[config.mk]
export PLATFORM = sky130hd
export DESIGN_NAME = hex_display_scanner
export DESIGN_NICKNAME = d
export VERILOG_FILES = /design/src/rtl/hex_display_scanner_pkg.sv /design/src/rtl/hex_display_scanner_hex_decoder.sv /design/src/rtl/hex_display_scanner.sv
export SDC_FILE = /design/constraint.sdc
export NUM_CORES = 1
export LEC_CHECK = 0
export CORE_MARGIN = 8
export CORE_UTILIZATION = 50
export CTS_BUF_LIST = sky130_fd_sc_hd__clkbuf_4 sky130_fd_sc_hd__clkbuf_8
export CTS_CLUSTER_SIZE = 24
export DETAILED_ROUTE_END_ITERATION = 10
export PLACE_DENSITY = 0.69
export SLEW_MARGIN = 0
export SYNTH_ARGS = -nofsm -noshare
export SYNTH_HDL_FRONTEND = slang
export SYNTH_SLANG_ARGS = --single-unit
[constraint.sdc]
create_clock -name CLOCK_50 -period 9.6 [get_ports CLOCK_50]
set_clock_uncertainty 0.1 [all_clocks]
set_input_delay 1.44 -clock CLOCK_50 [delete_from_list [all_inputs] [get_ports CLOCK_50]]
set_output_delay 1.44 -clock CLOCK_50 [all_outputs]
set_load 0.1 [all_outputs]
[src/rtl/hex_display_scanner_pkg.sv]
`default_nettype none
// ============================================================================
// Module      : hex_display_scanner_pkg
// Description : Shared types and constants for the multiplexed hex display
//               scanner: scan state encoding, digit-entry field layout and
//               the "all dark" output values.
// Revision    : 1.0 - initial release
// ============================================================================
package hex_display_scanner_pkg;

    // Scan phase: one dark gap cycle, then the digit is shown for the rest
    // of its dwell.
    typedef enum logic [0:0] {
        GAP  = 1'b0,
        SHOW = 1'b1
    } scan_state_t;

    // One digit entry is {blank, nibble[3:0]}.
    localparam int ENTRY_W   = 5;
    localparam int BLANK_BIT = 4;
    localparam int NIB_MSB   = 3;
    localparam int NIB_LSB   = 0;

    // Widest supported display; SEL_NONE is sliced down to the real width.
    localparam int MAX_DIGITS = 8;

    localparam logic [6:0]            SEG_OFF     = 7'b0;
    localparam logic [MAX_DIGITS-1:0] SEL_NONE    = '1;
    localparam logic [ENTRY_W-1:0]    ENTRY_RESET = 5'b1_0000;

endpackage : hex_display_scanner_pkg
`default_nettype wire

[src/rtl/hex_display_scanner_hex_decoder.sv]
`default_nettype none
// ============================================================================
// Module      : hex_decoder
// Description : Hex nibble to 7-segment pattern, active-high segments,
//               bit order {g,f,e,d,c,b,a} on seg[6:0].
// Revision    : 1.0 - initial release
// ============================================================================
module hex_decoder (
    input  logic [3:0] nibble,
    output logic [6:0] seg
);

    // Segment lookup for 0-9, A-F.
    always_comb begin
        seg = 7'h00;
        case (nibble)
            4'h0: seg = 7'h3F;
            4'h1: seg = 7'h06;
            4'h2: seg = 7'h5B;
            4'h3: seg = 7'h4F;
            4'h4: seg = 7'h66;
            4'h5: seg = 7'h6D;
            4'h6: seg = 7'h7D;
            4'h7: seg = 7'h07;
            4'h8: seg = 7'h7F;
            4'h9: seg = 7'h6F;
            4'hA: seg = 7'h77;
            4'hB: seg = 7'h7C;
            4'hC: seg = 7'h39;
            4'hD: seg = 7'h5E;
            4'hE: seg = 7'h79;
            4'hF: seg = 7'h71;
        endcase
    end

endmodule : hex_decoder
`default_nettype wire

[src/rtl/hex_display_scanner.sv]
`default_nettype none
// ============================================================================
// Module      : hex_display_scanner
// Description : Time-multiplexed DIGITS-wide 7-segment controller with a
//               shadow/active double bank, frame-aligned commit and a dark
//               gap cycle between digits. All outputs are registered.
// Revision    : 1.0 - initial release
// ============================================================================
module hex_display_scanner
    import hex_display_scanner_pkg::*;
#(
    parameter int DIGITS      = 4,
    parameter int REFRESH_DIV = 50000
) (
    input  logic                      CLOCK_50,
    input  logic                      RESET,
    input  logic                      WR_EN,
    input  logic [$clog2(DIGITS)-1:0] WR_ADDR,
    input  logic [ENTRY_W-1:0]        WR_DATA,
    input  logic                      COMMIT,
    output logic                      COMMIT_DONE,
    output logic                      PENDING,
    output logic [6:0]                HEX_SEG,
    output logic [DIGITS-1:0]         DIGIT_SEL
);

    localparam int IDX_W  = $clog2(DIGITS);
    localparam int CNT_W  = $clog2(REFRESH_DIV);
    localparam int BANK_W = DIGITS * ENTRY_W;

    localparam logic [CNT_W-1:0]  CNT_LAST   = CNT_W'(REFRESH_DIV - 1);
    localparam logic [IDX_W-1:0]  IDX_LAST   = IDX_W'(DIGITS - 1);
    localparam logic [BANK_W-1:0] BANK_RESET = {DIGITS{ENTRY_RESET}};
    localparam logic [DIGITS-1:0] SEL_DARK   = SEL_NONE[DIGITS-1:0];

    scan_state_t       r_state;
    scan_state_t       w_state_next;
    logic [CNT_W-1:0]  r_cnt;
    logic [CNT_W-1:0]  w_cnt_next;
    logic [IDX_W-1:0]  r_idx;
    logic [IDX_W-1:0]  w_idx_next;

    logic [BANK_W-1:0]  r_shadow;
    logic [BANK_W-1:0]  r_active;
    logic [BANK_W-1:0]  w_active_next;
    logic               w_copy;
    logic [ENTRY_W-1:0] w_entry;
    logic [6:0]         w_dec_seg;
    logic [6:0]         w_seg_next;
    logic [DIGITS-1:0]  w_sel_next;
    logic [DIGITS-1:0]  w_onehot;

    // Scan position register: dwell counter, digit index and phase.
    always_ff @(posedge CLOCK_50 or posedge RESET) begin
        if (RESET) begin
            r_state <= GAP;
            r_cnt   <= '0;
            r_idx   <= '0;
        end else begin
            r_state <= w_state_next;
            r_cnt   <= w_cnt_next;
            r_idx   <= w_idx_next;
        end
    end

    // Next scan position with explicit wraps so odd parameters still work.
    always_comb begin
        w_cnt_next = r_cnt + 1'b1;
        w_idx_next = r_idx;
        if (r_cnt == CNT_LAST) begin
            w_cnt_next = '0;
            w_idx_next = (r_idx == IDX_LAST) ? '0 : r_idx + 1'b1;
        end
        w_state_next = (w_cnt_next == '0) ? GAP : SHOW;
    end

    // The copy fires at the end of the idx-0 gap cycle; the display for the
    // following cycle must already see the freshly copied bank.
    assign w_copy        = (r_state == GAP) && (r_idx == '0) && PENDING;
    assign w_active_next = w_copy ? r_shadow : r_active;
    assign w_entry       = w_active_next[w_idx_next*ENTRY_W +: ENTRY_W];

    hex_decoder u_hex_decoder (
        .nibble (w_entry[NIB_MSB:NIB_LSB]),
        .seg    (w_dec_seg)
    );

    for (genvar gi = 0; gi < DIGITS; gi++) begin : g_sel
        assign w_onehot[gi] = (w_idx_next == IDX_W'(gi));
    end

    // Output values for the upcoming cycle: dark in the gap, else the digit.
    always_comb begin
        w_seg_next = SEG_OFF;
        w_sel_next = SEL_DARK;
        if (w_state_next == SHOW) begin
            w_sel_next = ~w_onehot;
            w_seg_next = w_entry[BLANK_BIT] ? SEG_OFF : w_dec_seg;
        end
    end

    // Shadow and active banks; a same-cycle write lands after the copy reads.
    always_ff @(posedge CLOCK_50 or posedge RESET) begin
        if (RESET) begin
            r_shadow <= BANK_RESET;
            r_active <= BANK_RESET;
        end else begin
            r_active <= w_active_next;
            for (int i = 0; i < DIGITS; i++) begin
                if (WR_EN && (WR_ADDR == IDX_W'(i))) begin
                    r_shadow[i*ENTRY_W +: ENTRY_W] <= WR_DATA;
                end
            end
        end
    end

    // Commit handshake: a new request always wins over the clear.
    always_ff @(posedge CLOCK_50 or posedge RESET) begin
        if (RESET) begin
            PENDING     <= 1'b0;
            COMMIT_DONE <= 1'b0;
        end else begin
            PENDING     <= COMMIT | (PENDING & ~w_copy);
            COMMIT_DONE <= w_copy;
        end
    end

    // Registered segment and anode drivers, updated on the same edge.
    always_ff @(posedge CLOCK_50 or posedge RESET) begin
        if (RESET) begin
            HEX_SEG   <= SEG_OFF;
            DIGIT_SEL <= SEL_DARK;
        end else begin
            HEX_SEG   <= w_seg_next;
            DIGIT_SEL <= w_sel_next;
        end
    end

endmodule : hex_display_scanner
`default_nettype wire

==> results of run 1 <==
path summary, 6_finish.rpt:
path	start	to	slack (ps)	depth (start not counted)
max in group asynchronous	RESET	r_state	7240	3
min in group asynchronous	RESET	r_cnt[12]	1590	3
hold / removal	r_active[16]	r_active[16]	370	2
setup / recovery	r_cnt[4]	HEX_SEG[0]	4990	14
setup reg to reg	r_cnt[4]	HEX_SEG[0]	4990	14
hold reg to reg	r_active[16]	r_active[16]	370	2
synth_stat cells, drive strengths merged (3+ instances only):
| master | number | area, µm² |
|---|---|---|
| a21oi | 3 | 15.0 |
| a221oi | 3 | 32.5 |
| a31oi | 4 | 25.0 |
| buf | 5 | 42.5 |
| clkbuf | 8 | 30.0 |
| dfrtp | 60 | 1500 |
| dfstp | 12 | 315 |
| ha | 10 | 125 |
| inv | 22 | 85.1 |
| maj3 | 3 | 30.0 |
| mux2 | 30 | 349 |
| mux2i | 20 | 213 |
| nand2 | 59 | 224 |
| nand3 | 12 | 60.1 |
| nand3b | 3 | 22.5 |
| nand4 | 3 | 18.8 |
| nor2 | 22 | 82.6 |
| nor3 | 10 | 50.1 |
| nor4 | 4 | 40.0 |
| o21ai | 6 | 30.0 |
| xnor2 | 12 | 105 |
| xor2 | 7 | 61.3 |
final cells by class:
type | count | area share
multi-input cells | 247 | 0.422
flip-flops and latches | 72 | 0.420
repair buffers | 24 | 0.0549
clock buffers | 10 | 0.0318
well taps | 102 | 0.0295
clock inverters | 6 | 0.0225
inverters | 22 | 0.0196
through the flow:
stage / std cells / util / worst slack, ps
after floorplan: 354 / - / 5710
after global placement: 467 / 0.544 / 5120
after detailed placement: 467 / 0.544 / 5000
after CTS: 483 / 0.575 / 5000
after global routing: 483 / 0.575 / 4610
final: 483 / 0.575 / 4990
sequential cells by signal, indices dropped and copies added (netlist names):
signal       count
COMMIT_DONE      1
r_shadow        20
HEX_SEG          7
r_active        20
r_state          1
DIGIT_SEL        4
PENDING          1
r_idx            2
r_cnt           16
per-layer routing:
layer | vias to the layer above | routed length [µm] | GRT usage | share of wire
met5 | - | 0 | 0 | 0
met4 | 0 | 81 | 0.0634 | 0.011
met3 | 7 | 361 | 0.0295 | 0.047
met2 | 63 | 3390 | 0.234 | 0.44
met1 | 1261 | 3830 | 0.222 | 0.50
li1 | 1271 | - | - | -
power by group through the flow:
stage	combinational, mW	sequential (mW)	clock, mW
2_1_floorplan	0.0299	0.347	0
6_report	0.0528	0.338	0.280
3_3_place_gp	0.0522	0.343	0
4_1_cts	0.0535	0.337	0.286
5_1_grt	0.0579	0.340	0.298
3_5_place_dp	0.0532	0.343	0
logic make-up after synthesis:
| logic type | count (synthesis) | synth area share |
|---|---|---|
| adders and majority gates | 13 | 0.0408 |
| xor gates and xnor gates | 19 | 0.0438 |
| muxes | 50 | 0.148 |
| AOI/OAI and AO/OA | 36 | 0.0852 |
| DFF | 72 | 0.478 |
| buffers and inverters | 35 | 0.0415 |
| and+or+nand+nor | 129 | 0.163 |
worst max-delay path, stage by stage (launching register included):
cell	delay, ps
dfrtp_1	450
or4b_4	590
nor4_4	700
mux2i_1	500
inv_2	240
mux2i_1	170
mux2_4	320
inv_1	90
ha_1	270
inv_1	160
maj3_1	370
o221ai_1	190
a21oi_1	90
o21ai_0	170
a21oi_1	90
==> impl_metrics.csv, run 1 <==
group,metric,value,unit
sta,relSlewSlack,0.347,
clock_network,cts_resized,0,
worst_setup_path,critPathRequiredTime,9740,ps
layout,nets,397,
clock_network,insertion_delay,340,ps
sta,fmax,0.217,GHz
floorplan,ioPinCount,24,
route,wirelength,7660,µm
layout,mostFrequentLayoutCell,"dfrtp_1",
route,drcViolationCount,0,
layout,mostFrequentLayoutCells,"60 x dfrtp_1, 58 x nand2_1, 27 x mux2_2",
power,sw_frac_of_total,0.246,
synthesis,ys.flop_type,"dfrtp_1",
clock_network,cts_buffer_depth,2,
synthesis,syn_inst,354,
global_route,grt_pass1_vias,2572,
placement,gp_congestion,0.893,
placement,placed_area,4100,µm²
layout,fillers,682,
route,vias,2602,
clock_network,cts_sinks,72,
power,combPwrFrac,0.079,
global_route,grtUsageTotal,0.158,
worst_setup_path,worst_ep_arrival_time,4750,ps
synthesis,yosys_warnings,0,
sta,tns,0,ps
sta,tightestPinTransition,976,ps
clock_network,path_clk_slew,90,ps
synthesis,synth-edff-count,0,
min_path,hold_path_class,"reg -> reg",
floorplan,start_util,0.505,
layout,syn_to_final_growth,13.9,%
layout,n_antenna_cell,0,
layout,drive_above_1_share,0.194,
sta,setup_violations,0,
sta,hold_ws,371,ps
placement,io_buffers,23,
route,drt-initial-drc-count,123,
clock_network,cts_tree,"done",
route,routedWlPerCell,15.9,µm
clock_network,cts_setup_buffers,0,
flow_run,max_cap_viol_count,0,
floorplan,die_area,10700,µm²
power,peakVddDrop,108,µV
synthesis,syn_nets,375,
synthesis,synth-seq-cells,72,
floorplan,fp.dieW,103,µm
route,drt_pass1_iterations,4,
worst_setup_path,startpoint_type,"flop",
global_route,grt_pass1_wl,12900,µm
sta,rsz0062_at_grt,"false",
placement,hpwlAfterDp,5270,µm
synthesis,ys_types,62,
synthesis,ys_seq_area_frac,0.478,
sta,post-route-period-util,0.481,
clock_network,cts_buffers,9,
layout,ff_latch_area,1820,µm²
worst_setup_path,worst_setup_path_end_kind,"flop",
clock_network,root_buffer,"clkbuf_8",
power,p_sw,0.165,mW
power,pwr-share-seq,0.504,
route,vias_per_cell,5.39,
synthesis,async_reset_ff_frac,1.00,
power,finalPower,0.671,mW
power,intPower,0.506,mW
layout,multi_input_area,1830,µm²
power,p_clk_frac,0.417,
floorplan,fp.dieH,103,µm
route,ant_nets,0,
synthesis,synth_area_per_cell,10.7,µm²
floorplan,core,7530,µm²
worst_setup_path,path_max_fanout,13,
outcome,status,"finished clean",
sta,final_hold_viol_count,0,
global_route,grt_max_degree,73,
clock_network,h-tree-depth,3,
global_route,grt-ovfl-total,0,
sta,slew_violations,0,
power,leakagePower,1.86,nW
worst_setup_path,criticalPathCategory,"reg -> reg",
layout,design_area,4330,µm²
sta,finalCriticalPeriod,4610,ps
clock_network,holdBufCountCts,0,
global_route,antenna_found_initial,0,
floorplan,rows,32,
synthesis,netlist_area,3800,µm²
power,power_density,155,nW/µm²
No activity file was read; power rests on OpenSTA's default activity.
==> inputs of run 2 (changes only) <==
- PLACE_DENSITY: 0.69 -> 0.72
- clock period: 9.6 -> 4 ns (I/O delays scaled with it)
==> impl_metrics.csv, run 2 (same netlist as run 1, synthesis figures left out) <==
group,metric,value,unit
outcome,status,"finished clean",
sta,final_hold_viol_count,0,
worst_setup_path,cpPeakStageDelay,630,ps
global_route,antenna_found_initial,0,
power,power_density,339,nW/µm²
route,routedWlPerCell,15.2,µm
sta,fmax,0.272,GHz
min_path,hold_path_depth,2,
layout,fin_cells,494,
worst_setup_path,worst_ep_arrival_time,3810,ps
sta,rsz0062_at_grt,"false",
min_path,min-delay-start,"r_active[14]",
route,vias_per_cell,5.33,
sta,finalCriticalPeriod,3670,ps
layout,n_antenna_cell,0,
layout,largestRegisters,"r_active x20, r_shadow x20, r_cnt x16",
floorplan,rows,32,
clock_network,cts_buffers,9,
global_route,grt_pass1_wl,12800,µm
layout,nets,408,
global_route,grt_max_degree,35,
sta,tightestPinTransition,974,ps
layout,drive_above_1_share,0.217,
sta,slew_violations,0,
clock_network,path_clk_slew,80,ps
clock_network,cts_setup_buffers,0,
worst_setup_path,rr_worst_depth,13,
worst_setup_path,path_max_fanout,6,
worst_setup_path,crit_buf_inv,3,
clock_network,cts_tree,"done",
power,leakagePower,1.89,nW
floorplan,start_util,0.505,
clock_network,holdBufCountCts,0,
worst_setup_path,worstPathCellList,"or4_1, or4_4, mux2i_4, inv_4, mux2_4, inv_1, ha_1, inv_1, maj3_1, o221ai_1, a21oi_1, o21ai_0, a21oi_1",
power,peakVddDrop,259,µV
clock_network,cts_buffer_depth,2,
worst_setup_path,critPathRequiredTime,4140,ps
worst_setup_path,path_depth,13,
floorplan,core,7530,µm²
worst_setup_path,worst_setup_path_end_kind,"flop",
placement,gp_congestion,0.840,
layout,mostFrequentLayoutCell,"dfrtp_1",
placement,hpwlAfterDp,5440,µm
route,wirelength,7500,µm
layout,fillers,640,
layout,mostFrequentLayoutCells,"60 x dfrtp_1, 58 x nand2_1, 27 x mux2_2",
placement,io_buffers,23,
worst_setup_path,startpoint_type,"flop",
route,drt_pass1_iterations,5,
placement,placedCellCount,478,
route,vias,2635,
worst_setup_path,worst_path_max_delay_cell,"or4_1",
worst_setup_path,r2r_slack,330,ps
worst_setup_path,r2r_start,"r_cnt[10]",
floorplan,fp.dieW,103,µm
route,drt-initial-drc-count,189,
clock_network,cts_sinks,72,
route,drcViolationCount,0,
worst_setup_path,reg2reg_to,"HEX_SEG[0]",
clock_network,root_buffer,"clkbuf_8",
sta,relSlewSlack,0.348,
clock_network,h-tree-depth,3,
layout,syn_to_final_growth,14.8,%
sta,tns,0,ps
floorplan,ioPinCount,24,
sta,post-route-period-util,0.917,
global_route,grt_pass1_vias,2530,
global_route,grt-ovfl-total,0,
global_route,grtUsageTotal,0.157,
layout,design_area,4370,µm²
min_path,hold_end,"r_active[14]",
min_path,hold_path_class,"reg -> reg",
floorplan,fp.dieH,103,µm
flow_run,max_cap_viol_count,0,
clock_network,insertion_delay,350,ps
worst_setup_path,cpLargestDelayFamily,"simple AND/OR/NAND/NOR gates",
sta,setup_violations,0,
floorplan,die_area,10700,µm²
worst_setup_path,criticalPathCategory,"reg -> reg",
route,ant_nets,0,
placement,placed_area,4180,µm²
clock_network,cts_resized,0,
## run 2: cell count changes in the layout (fill, tap and decap cells not counted), sizes merged
cell / change
buf: +11
bufinv: -2
clkbuf: -1
clkinv: +2
clkinvlp: +1
## run 2: per-stage QoR
| stage | power (mW) | util | setup slack [ps] | hold slack (ps) |
|---|---|---|---|---|
| global placement | 0.946 | 0.555 | 427 | 356 |
| detailed placement | 0.952 | 0.555 | 312 | 359 |
| finish | 1.48 | 0.580 | 330 | 372 |
| floorplan | 0.904 | - | 113 | 333 |
| CTS | 1.50 | 0.580 | 326 | 373 |
| global route | 1.55 | 0.580 | 78.2 | 392 |
## run 2: routing by layer
layer | vias to the layer above | routed length [µm] | share of wire | track usage
met3 | 8 | 453 | 0.060 | 0.0502
li1 | 1297 | - | - | -
met1 | 1262 | 3700 | 0.49 | 0.223
met5 | - | 0 | 0 | 0
met2 | 68 | 3260 | 0.43 | 0.219
met4 | 0 | 93 | 0.012 | 0.0512
## run 2: where the power goes
| group | switching (mW) | internal [mW] |
|---|---|---|
| Combinational | 0.0681 | 0.0588 |
| Sequential | 0.0307 | 0.778 |
| Clock | 0.304 | 0.239 |
## run 2: worst min-delay path: cells and delay by family, from the launching register on
family	cells	cell delay (ps)
and+or+nand+nor	2	100
DFF	1	370
## run 2: how the worst max path moves through the flow
| stage | startpoint | end | slack [ps] |
|---|---|---|---|
| 2_1_floorplan | r_cnt[4] | HEX_SEG[0] | 110 |
| 3_3_place_gp | r_cnt[10] | HEX_SEG[0] | 430 |
| 3_5_place_dp | r_cnt[10] | HEX_SEG[0] | 310 |
| 4_1_cts | r_cnt[10] | HEX_SEG[0] | 330 |
| 5_1_grt | r_cnt[5] | HEX_SEG[0] | 80 |
| 6_report | r_cnt[10] | HEX_SEG[0] | 330 |
## run 2: area by class of cell
| cell class | count | area [µm²] | share of cell area |
|---|---|---|---|
| timing repair buffer | 35 | 320 | 0.0734 |
| sequential | 72 | 1820 | 0.416 |
| multi-input combinational | 247 | 1830 | 0.419 |
| clock buffer | 9 | 124 | 0.0284 |
| tap | 102 | 128 | 0.0292 |
| clock inverter | 7 | 65.1 | 0.0149 |
| inverter | 22 | 85.1 | 0.0195 |
